`src/rtl/hop_key_ctrl.sv`:
```
// Frog key front end: turns a held keycode into one-frame hop
// commands with auto-repeat, hop spacing, lock handling and W counting.
module hop_key_ctrl #(
  parameter int unsigned HOP_GAP       = 3,
  parameter int unsigned REPEAT_DELAY  = 20,
  parameter int unsigned REPEAT_PERIOD = 10
) (
  input  logic        frame_clk,
  input  logic        Reset_n,
  input  logic [15:0] keycode_in,
  input  logic        lock,
  output logic [15:0] keycode,
  output logic        hop_pulse,
  output logic [7:0]  hop_count
);

  localparam logic [15:0] K_W = 16'h001A;
  localparam logic [15:0] K_A = 16'h0004;
  localparam logic [15:0] K_S = 16'h0016;
  localparam logic [15:0] K_D = 16'h0007;

  localparam logic [8:0] GAP_T = 9'(HOP_GAP);
  localparam logic [8:0] DLY_T = 9'(REPEAT_DELAY);
  localparam logic [8:0] PER_T = 9'(REPEAT_PERIOD);

  typedef enum logic [1:0] {
    IDLE,
    PULSE,
    HOLD,
    WAIT_REL
  } state_e;

  state_e      state_q, state_d;
  logic [15:0] key_q, key_d;
  logic [7:0]  gap_q, gap_d;
  logic        first_q, first_d;
  logic [15:0] kc_q, kc_d;
  logic        pulse_q, pulse_d;
  logic [7:0]  cnt_q, cnt_d;

  logic [15:0] dec;
  logic [8:0]  gap_p1;
  logic [8:0]  rep_t;
  logic        issue;

  // Map both key sets onto the four canonical direction codes.
  always_comb begin
    dec = 16'h0000;
    unique case (1'b1)
      (keycode_in == 16'h001A) || (keycode_in == 16'h0075): dec = K_W;
      (keycode_in == 16'h0004) || (keycode_in == 16'h006B): dec = K_A;
      (keycode_in == 16'h0016) || (keycode_in == 16'h0072): dec = K_S;
      (keycode_in == 16'h0007) || (keycode_in == 16'h0074): dec = K_D;
      default: dec = 16'h0000;
    endcase
  end

  // Next-state, hop issue and counter update.
  always_comb begin
    gap_p1   = {1'b0, gap_q} + 9'd1;
    rep_t    = first_q ? DLY_T : PER_T;
    issue    = 1'b0;
    state_d  = state_q;
    key_d    = key_q;
    gap_d    = (gap_q == 8'hFF) ? gap_q : gap_q + 8'd1;
    first_d  = first_q;
    kc_d     = 16'h0000;
    pulse_d  = 1'b0;
    cnt_d    = cnt_q;
    unique case (state_q)
      IDLE: begin
        if (!lock && dec != 16'h0000 && gap_p1 >= GAP_T) begin
          issue   = 1'b1;
          first_d = 1'b1;
        end
      end
      PULSE: begin
        state_d = lock ? WAIT_REL : HOLD;
      end
      HOLD: begin
        if (lock) begin
          state_d = WAIT_REL;
        end else if (dec == 16'h0000) begin
          state_d = IDLE;
        end else if (dec == key_q) begin
          if (gap_p1 >= rep_t) begin
            issue   = 1'b1;
            first_d = 1'b0;
          end
        end else if (gap_p1 >= GAP_T) begin
          issue   = 1'b1;
          first_d = 1'b1;
        end
      end
      WAIT_REL: begin
        if (!lock && dec == 16'h0000) state_d = IDLE;
      end
      default: state_d = IDLE;
    endcase
    if (issue) begin
      state_d = PULSE;
      key_d   = dec;
      kc_d    = dec;
      pulse_d = 1'b1;
      gap_d   = 8'd0;
      if (dec == K_W && cnt_q != 8'hFF) cnt_d = cnt_q + 8'd1;
    end
  end

  // State and output registers.
  always_ff @(posedge frame_clk or negedge Reset_n) begin
    if (!Reset_n) begin
      state_q <= IDLE;
      key_q   <= 16'h0000;
      gap_q   <= 8'd0;
      first_q <= 1'b1;
      kc_q    <= 16'h0000;
      pulse_q <= 1'b0;
      cnt_q   <= 8'd0;
    end else begin
      state_q <= state_d;
      key_q   <= key_d;
      gap_q   <= gap_d;
      first_q <= first_d;
      kc_q    <= kc_d;
      pulse_q <= pulse_d;
      cnt_q   <= cnt_d;
    end
  end

  assign keycode   = kc_q;
  assign hop_pulse = pulse_q;
  assign hop_count = cnt_q;

endmodule

```
`config.mk`:
```
export PLATFORM = sky130hd
export DESIGN_NAME = hop_key_ctrl
export DESIGN_NICKNAME = d
export VERILOG_FILES = /design/src/rtl/hop_key_ctrl.sv
export SDC_FILE = /design/constraint.sdc
export NUM_CORES = 1
export LEC_CHECK = 0
export CORE_AREA = 2 2 71 59
export CTS_CLUSTER_SIZE = 8
export DETAILED_ROUTE_END_ITERATION = 12
export DIE_AREA = 0 0 73 61
export PLACE_DENSITY = 0.92
export SKIP_CTS_REPAIR_TIMING = 1
export SLEW_MARGIN = 10
export SYNTH_ARGS = -nofsm -noshare
export SYNTH_HDL_FRONTEND = slang
export SYNTH_SLANG_ARGS = --single-unit
```
`constraint.sdc`:
```
create_clock -name frame_clk -period 5.6 [get_ports frame_clk]
set_input_delay 0.84 -clock frame_clk [delete_from_list [all_inputs] [get_ports frame_clk]]
set_output_delay 0.84 -clock frame_clk [all_outputs]
set_load 0.05 [all_outputs]
```
# Word level (Yosys, flattened, before mapping)
# Cells that the tools add are included.
# W data, S select, Z words.
# word_totals
output_inout_bits,25
reg_bits,52
wordCells,78
input_bits,19
# classes
muxes,26
n_reduce_logical,17
order_cmp,2
addsub,3
n_eq_ne,23
# op_table
op,n
$eq A16 B7 Y1 const B,4
$eq A16 B5 Y1 const B,3
$eq A16 B3 Y1 const B,2
$pmux W5 S4,1
$add A8 B1 Y8 const B,2
$eq A16 B16 Y1,1
$logic_not A16 Y1,1
$mux W8,2
$reduce_bool A16 Y1,1
$mux W1,14
$mux W5,2
$add A8 B1 Y9 const B,1
$ge A9 B2 Y1 const B,1
$ge A9 B5 Y1,1
$ne A3 B3 Y1 const B,3
$eq A8 B8 Y1 const B,1
$mux W2,4
$ne A2 B2 Y1 const B,4
$ne A8 B8 Y1 const B,1
$pmux W2 S3,1
$reduce_and A6 Y1,1
$eq A2 B2 Y1 const B,2
$logic_and A1 B1 Y1,4
$logic_or A1 B1 Y1,4
other kinds (9),10

# Logic depth before layout (Yosys ltp)
# logic_depth
word_depth,10
depth_mapped,13
ltp_nobuf,12

# Worst setup path after synthesis
# OpenSTA, ideal clock, no wires.
# synth_path
path_kind,input-to-reg
start,input keycode_in[5]
end,"register cnt_q[6], in the netlist hop_count[6]"
cell_stages,9
setup_ns,0.128
t_arrival_ns,2.891
path_buffers,0
setup_slack_ns,2.581
cell_sequence,or3b_1 a2111oi_4 o21ba_2 o21ai_2 o21ai_2 nand3_4 mux2i_4 nand4_1 mux2_1
# synth_between
elab_chain_cells,9
elab_cells_between_ends,26
# synth_lines
item,line_no,source
start: declaration,10,"input logic [15:0] keycode_in,"
$eq A16 B3 Y1 (tied with other cells),53,(keycode_in == 16'h0007) || (keycode_in == 16'h0074): dec = K_D;
"$logic_or A1 B1 Y1, on equally long branches",--,
$pmux W5 S4 (*),49,unique case (1'b1)
$eq A16 B16 Y1 / $reduce_bool A16 Y1 (equally long branches),"85, 72",
$mux W1 / $logic_and A1 B1 Y1 (equally long branches),"85, 72",
$mux W1 / $logic_and A1 B1 Y1 (equally long branches),"83, 72",
"$mux W1, on equally long branches","81, 72",
$pmux W1 S2,70,unique case (state_q)
$reduce_and A2 Y1 (no source line) (*),--,
end signal: assignment,127,cnt_q <= cnt_d;
end: declaration,39,"logic [7:0] cnt_q, cnt_d;"
# Mark *: on every way between the ends. The rest lies on a longest branch, timed or not.
# A chain may end at the register's enable or synchronous reset.

# Final worst setup path
# layout_path
start,input keycode_in[3]
end,register state_q[0]
# layout_between
elab_chain_cells,10
elab_cells_between_ends,29
# layout_lines
item,line_no,source
$eq A16 B3 Y1 (tied with other cells),53,
"$logic_or A1 B1 Y1, on equally long branches",--,
$pmux W5 S4 (*),49,
$eq A16 B16 Y1 / $reduce_bool A16 Y1 (equally long branches),"85, 72",
$mux W1 / $logic_and A1 B1 Y1 (equally long branches),"85, 72",
$mux W1 / $logic_and A1 B1 Y1 (equally long branches),"83, 72",
"$mux W1, on equally long branches","81, 72",
$pmux W1 S2,70,
$ne A4 B4 Y1 (no source line) (tied with other cells),--,
$reduce_and A3 Y1 (no source line),--,
end signal: assignment,121,state_q <= state_d;
end: declaration,33,"state_e state_q, state_d;"
# Marks and branches as above.

==> out/metrics.sh <==
MIN_PERIOD_NS=3.47
POWER.SHARE.COMBINATIONAL_PCT=33.9
DETAILROUTE.WIRELENGTH.MET2_UM=1950
SYNTH-COMPOUND-AREA-SHARE_PCT=14.4
PLACEABLECOREAREA_MM2=0.00373
FINAL_MAX_SLEW_VIOL_COUNT=0
ANTENNA_FOUND_INITIAL=0
FINAL_ANTENNA_NET_COUNT=0
LAYOUT.NETS=272
SYNTH_MUX_AREA_SHARE_PCT=3.94
GRT_START_MAX_NET_PINS=31
OVERALL_FRACTION_OF_GLOBAL_ROUTE_TRACKS_IN_USE_PCT=21.0
CLOCK_SKEW_NS=0.00822
DATA_REQUIRED_TIME_OF_THE_WORST_PATH_NS=5.77
GRT_OVERFLOW=0
NUMBER_OF_VIAS_IN_THE_ROUTED_LAYOUT=1676
WORSTSETUPPATHTYPE='primary input to flop'
DOMINANTREGCELLSYNTH='sky130_fd_sc_hd__dfrtp_1'
SYNTH_SEQ_AREA_SHARE_PCT=37.5
STATUS='complete, no violations'
SYNTH-WARNING-COUNT=0
DIE_AREA_MM2=0.00445
GRT_FIRST_PASS_WIRELENGTH_UM=7040
DIE_WIDTH_UM=73
SYNTH.CELL_AREA_MM2=0.00200
CRITICAL-PATH-SLOWEST-CELL='sky130_fd_sc_hd__clkdlybuf4s50_1'
WORST_SETUP_PATH_START_KIND='primary input'
MOST_COMMON_CELL_AFTER_LAYOUT_FILL_AND_TAPS_ASIDE='sky130_fd_sc_hd__clkdlybuf4s50_1'
DETAIL_ROUTE.WIRELENGTH.MET1_UM=1960
CRITPATHCAPTURETYPE='flop'
SETUP_VIOL=0
FINALNONFILLERCELLS=291
FIN_WS_NS=2.13
INTERNAL_POWER_W=0.000445
PLACE.PORT_BUFFERS=32
CRIT_ARRIVAL_NS=3.65
FIRST_ITER_VIOLATIONS=138
SYNTH_TOP_FAMILY_BY_AREA='simple AND/OR/NAND/NOR gates'
HTREE_LEVELS=2
SYNTH.DISTINCT_CELLS=54
DRCVIOLATIONCOUNT=0
DRIVE_GT1_SHARE_PCT=9.72
ROWS=20
TOP_LAYER='met4'
CLKPWRFRAC_PCT=23.4
ROUTED_WIRE_LENGTH_UM=4220
CRITPATHBUFINV=1
WORST_SKEW_PAIR.LATE_LATENCY_NS=0.29
MAXIMUM_FANOUT_COUNT_ALONG_THE_CRITICAL_PATH=15
SYNTH_ENABLE_FLOP_CELLS=0
DRT-PASS1-ITER-COUNT=5
SYNTH_SIMPLE_GATE_AREA_SHARE_PCT=29.0
GPL.FINAL_WEIGHTED_CONGESTION=0.812
INITIAL_UTILIZATION_PCT=53.7
CTS_BUFFER_DEPTH=2
SYNTH-ADDER-AREA-SHARE_PCT=4.37
CTSROOTBUFFERMASTER='sky130_fd_sc_hd__clkbuf_8'
SYN2LAYOUT_AREA_GROWTH_PCT=19.7
TIMING.CRITICAL_PATH.MAX_DELAY_FAMILY='simple AND/OR/NAND/NOR gates'
CELLS_TRAVERSED_ALONG_THE_WORST_TIMING_PATH='clkdlybuf4s50_1, or3b_1, a2111oi_4, o21ba_2, o21ai_2, o21ai_2, nand3_4, mux2i_4, nor2_8, or2_1'
SEQ_POWER_SHARE_PCT=42.7
LAYOUT.CORE_UTILIZATION_PCT=64.3
FMAX_MHz=288
NET-SWITCHING-POWER_W=0.000267
PRE_CTS_SLACK_NS=1.87
TIGHTEST_SLEW_NS=0.588
POWER_SWITCHING_SHARE_PCT=37.5
ANTENNADIODECOUNT=0
WORST_SETUP_HOLD_PATH_CLK_SLEW_NS=0.06
POST-PLACE-CELLS=283
TRITONCTS='yes'
VDD_DROP_MAX_uV=162
CAP_VIOLATIONS=0
POWER.STATIC_LEAKAGE_nW=1.04
XOR_XNOR_FRACTION_OF_SYNTH_AREA_PCT=3.94
SETUP_REPAIR_AFTER_GLOBAL_ROUTING_MISSED_ITS_MARGIN='false'
LAYOUT.CELLS.MOST_COMMON_LIST='sky130_fd_sc_hd__clkdlybuf4s50_1 (32), sky130_fd_sc_hd__dfrtp_1 (29), sky130_fd_sc_hd__nor2_1 (24), sky130_fd_sc_hd__nand2_1 (12)'
SYNTH_SEQ_CELLS=30
DPL.HPWL_UM=3120
CRITICAL-PATH-MAX-STAGE-DELAY_NS=0.57
CRIT_TOP_CELL='sky130_fd_sc_hd__o21ai_2'
P_PER_AREA_mW_PER_MM2=297
FP.DIEH_UM=61
ASYNC_SET_OR_RESET_REGISTER_RATIO_AFTER_SYNTHESIS_PCT=100
VIAS_PER_CELL=5.76
CLOCK_SINKS=30
SLEW_HEADROOM_PCT=60.8
HOLD_VIOLATIONS=0
BOUNDARYPINS=44
GRT_PASS1_VIAS=1533
DRT-WIRELENGTH-PER-CELL_UM=14.5
HOLD_CLASS='flop to flop'
CTS_MADE_BUFFERS=5
SETUP_TOTAL_NEGATIVE_SLACK_NS=0
SYNTHESIS.INSTANCES=211
POSTSYNTHAREAPERCELL_UM2=9.49
ROUTE.MET3.WL_UM=246
FIN_CRIT_SH_PCT=62.0
-- cells by family (layout without fill, tap and decap cells) --
logic type                 count (synthesis)  after routing
muxes                                      5              5
other                                      1             11
adders and majority gates                  7              7
xor gates and xnor gates                   9              9
DFF                                       30             30
AOI/OAI and AO/OA                         37             37
buffers and inverters                     22             48
and+or+nand+nor                          100            100
-- power by group through the flow --
stage | clock network [W] | logic [W] | registers, W
final | 0.000166 | 0.000241 | 0.000304
after global routing | 0.000179 | 0.000268 | 0.000310
after CTS | 0.000170 | 0.000241 | 0.000302
after detailed placement | 0 | 0.000238 | 0.000305
after global placement | 0 | 0.000227 | 0.000302
after floorplan | 0 | 0.000202 | 0.000284
-- metrics by stage --
stage	total power (W)	hold WS, ns	cell area, µm²
4_1_cts	0.000714	0.503	2400
5_1_grt	0.000757	0.542	2400
6_report	0.000711	0.503	2400
3_5_place_dp	0.000543	0.483	2320
2_1_floorplan	0.000486	0.491	2040
3_3_place_gp	0.000529	0.480	2320
-- final cells by class --
class | instances | area [µm²]
sequential | 30 | 752
clock buffer | 8 | 80.1
fill | 305 | 1330
inverter | 7 | 26.3
tap | 44 | 55.1
multi-input combinational | 169 | 1160
timing repair buffer | 33 | 328
-- layer usage --
layer / global-route usage (%) / up-vias
met2: 31.1 / 63
li1: - / 815
met3: 6.81 / 10
met5: 0 / -
met4: 10.1 / 0
met1: 28.1 / 788
-- synthesized netlist by cell type, drive strengths merged (5+ instances only) --
cell type	n	area, µm²
nand2	12	45.0
inv	7	26.3
and3	8	50.1
nand2b	6	37.5
ha	7	87.6
dfrtp	29	726
nand3	12	72.6
nand4	5	31.3
buf	12	93.8
xnor2	7	61.3
nor3	11	75.1
o21ai	7	42.5
nor2	25	110
a21oi	7	35.0
-- registers in the layout, indices dropped and copies added (netlist names) --
signal     flops
gap_q          8
hop_count      8
key_q          5
keycode        5
state_q        2
first_q        1
hop_pulse      1
-- worst paths after layout --
path	depth (start not counted)	to	from	slack (ns)
setup / recovery	10	state_q[0]	keycode_in[3]	2.13
hold / removal	1	hop_count[5]	hop_count[5]	0.50
setup reg to reg	11	state_q[0]	gap_q[0]	2.31
hold reg to reg	1	hop_count[5]	hop_count[5]	0.50
max in group asynchronous	2	first_q	Reset_n	4.35
min in group asynchronous	2	hop_count[7]	Reset_n	0.94
Note: power is estimated with default switching activity, not from simulation.
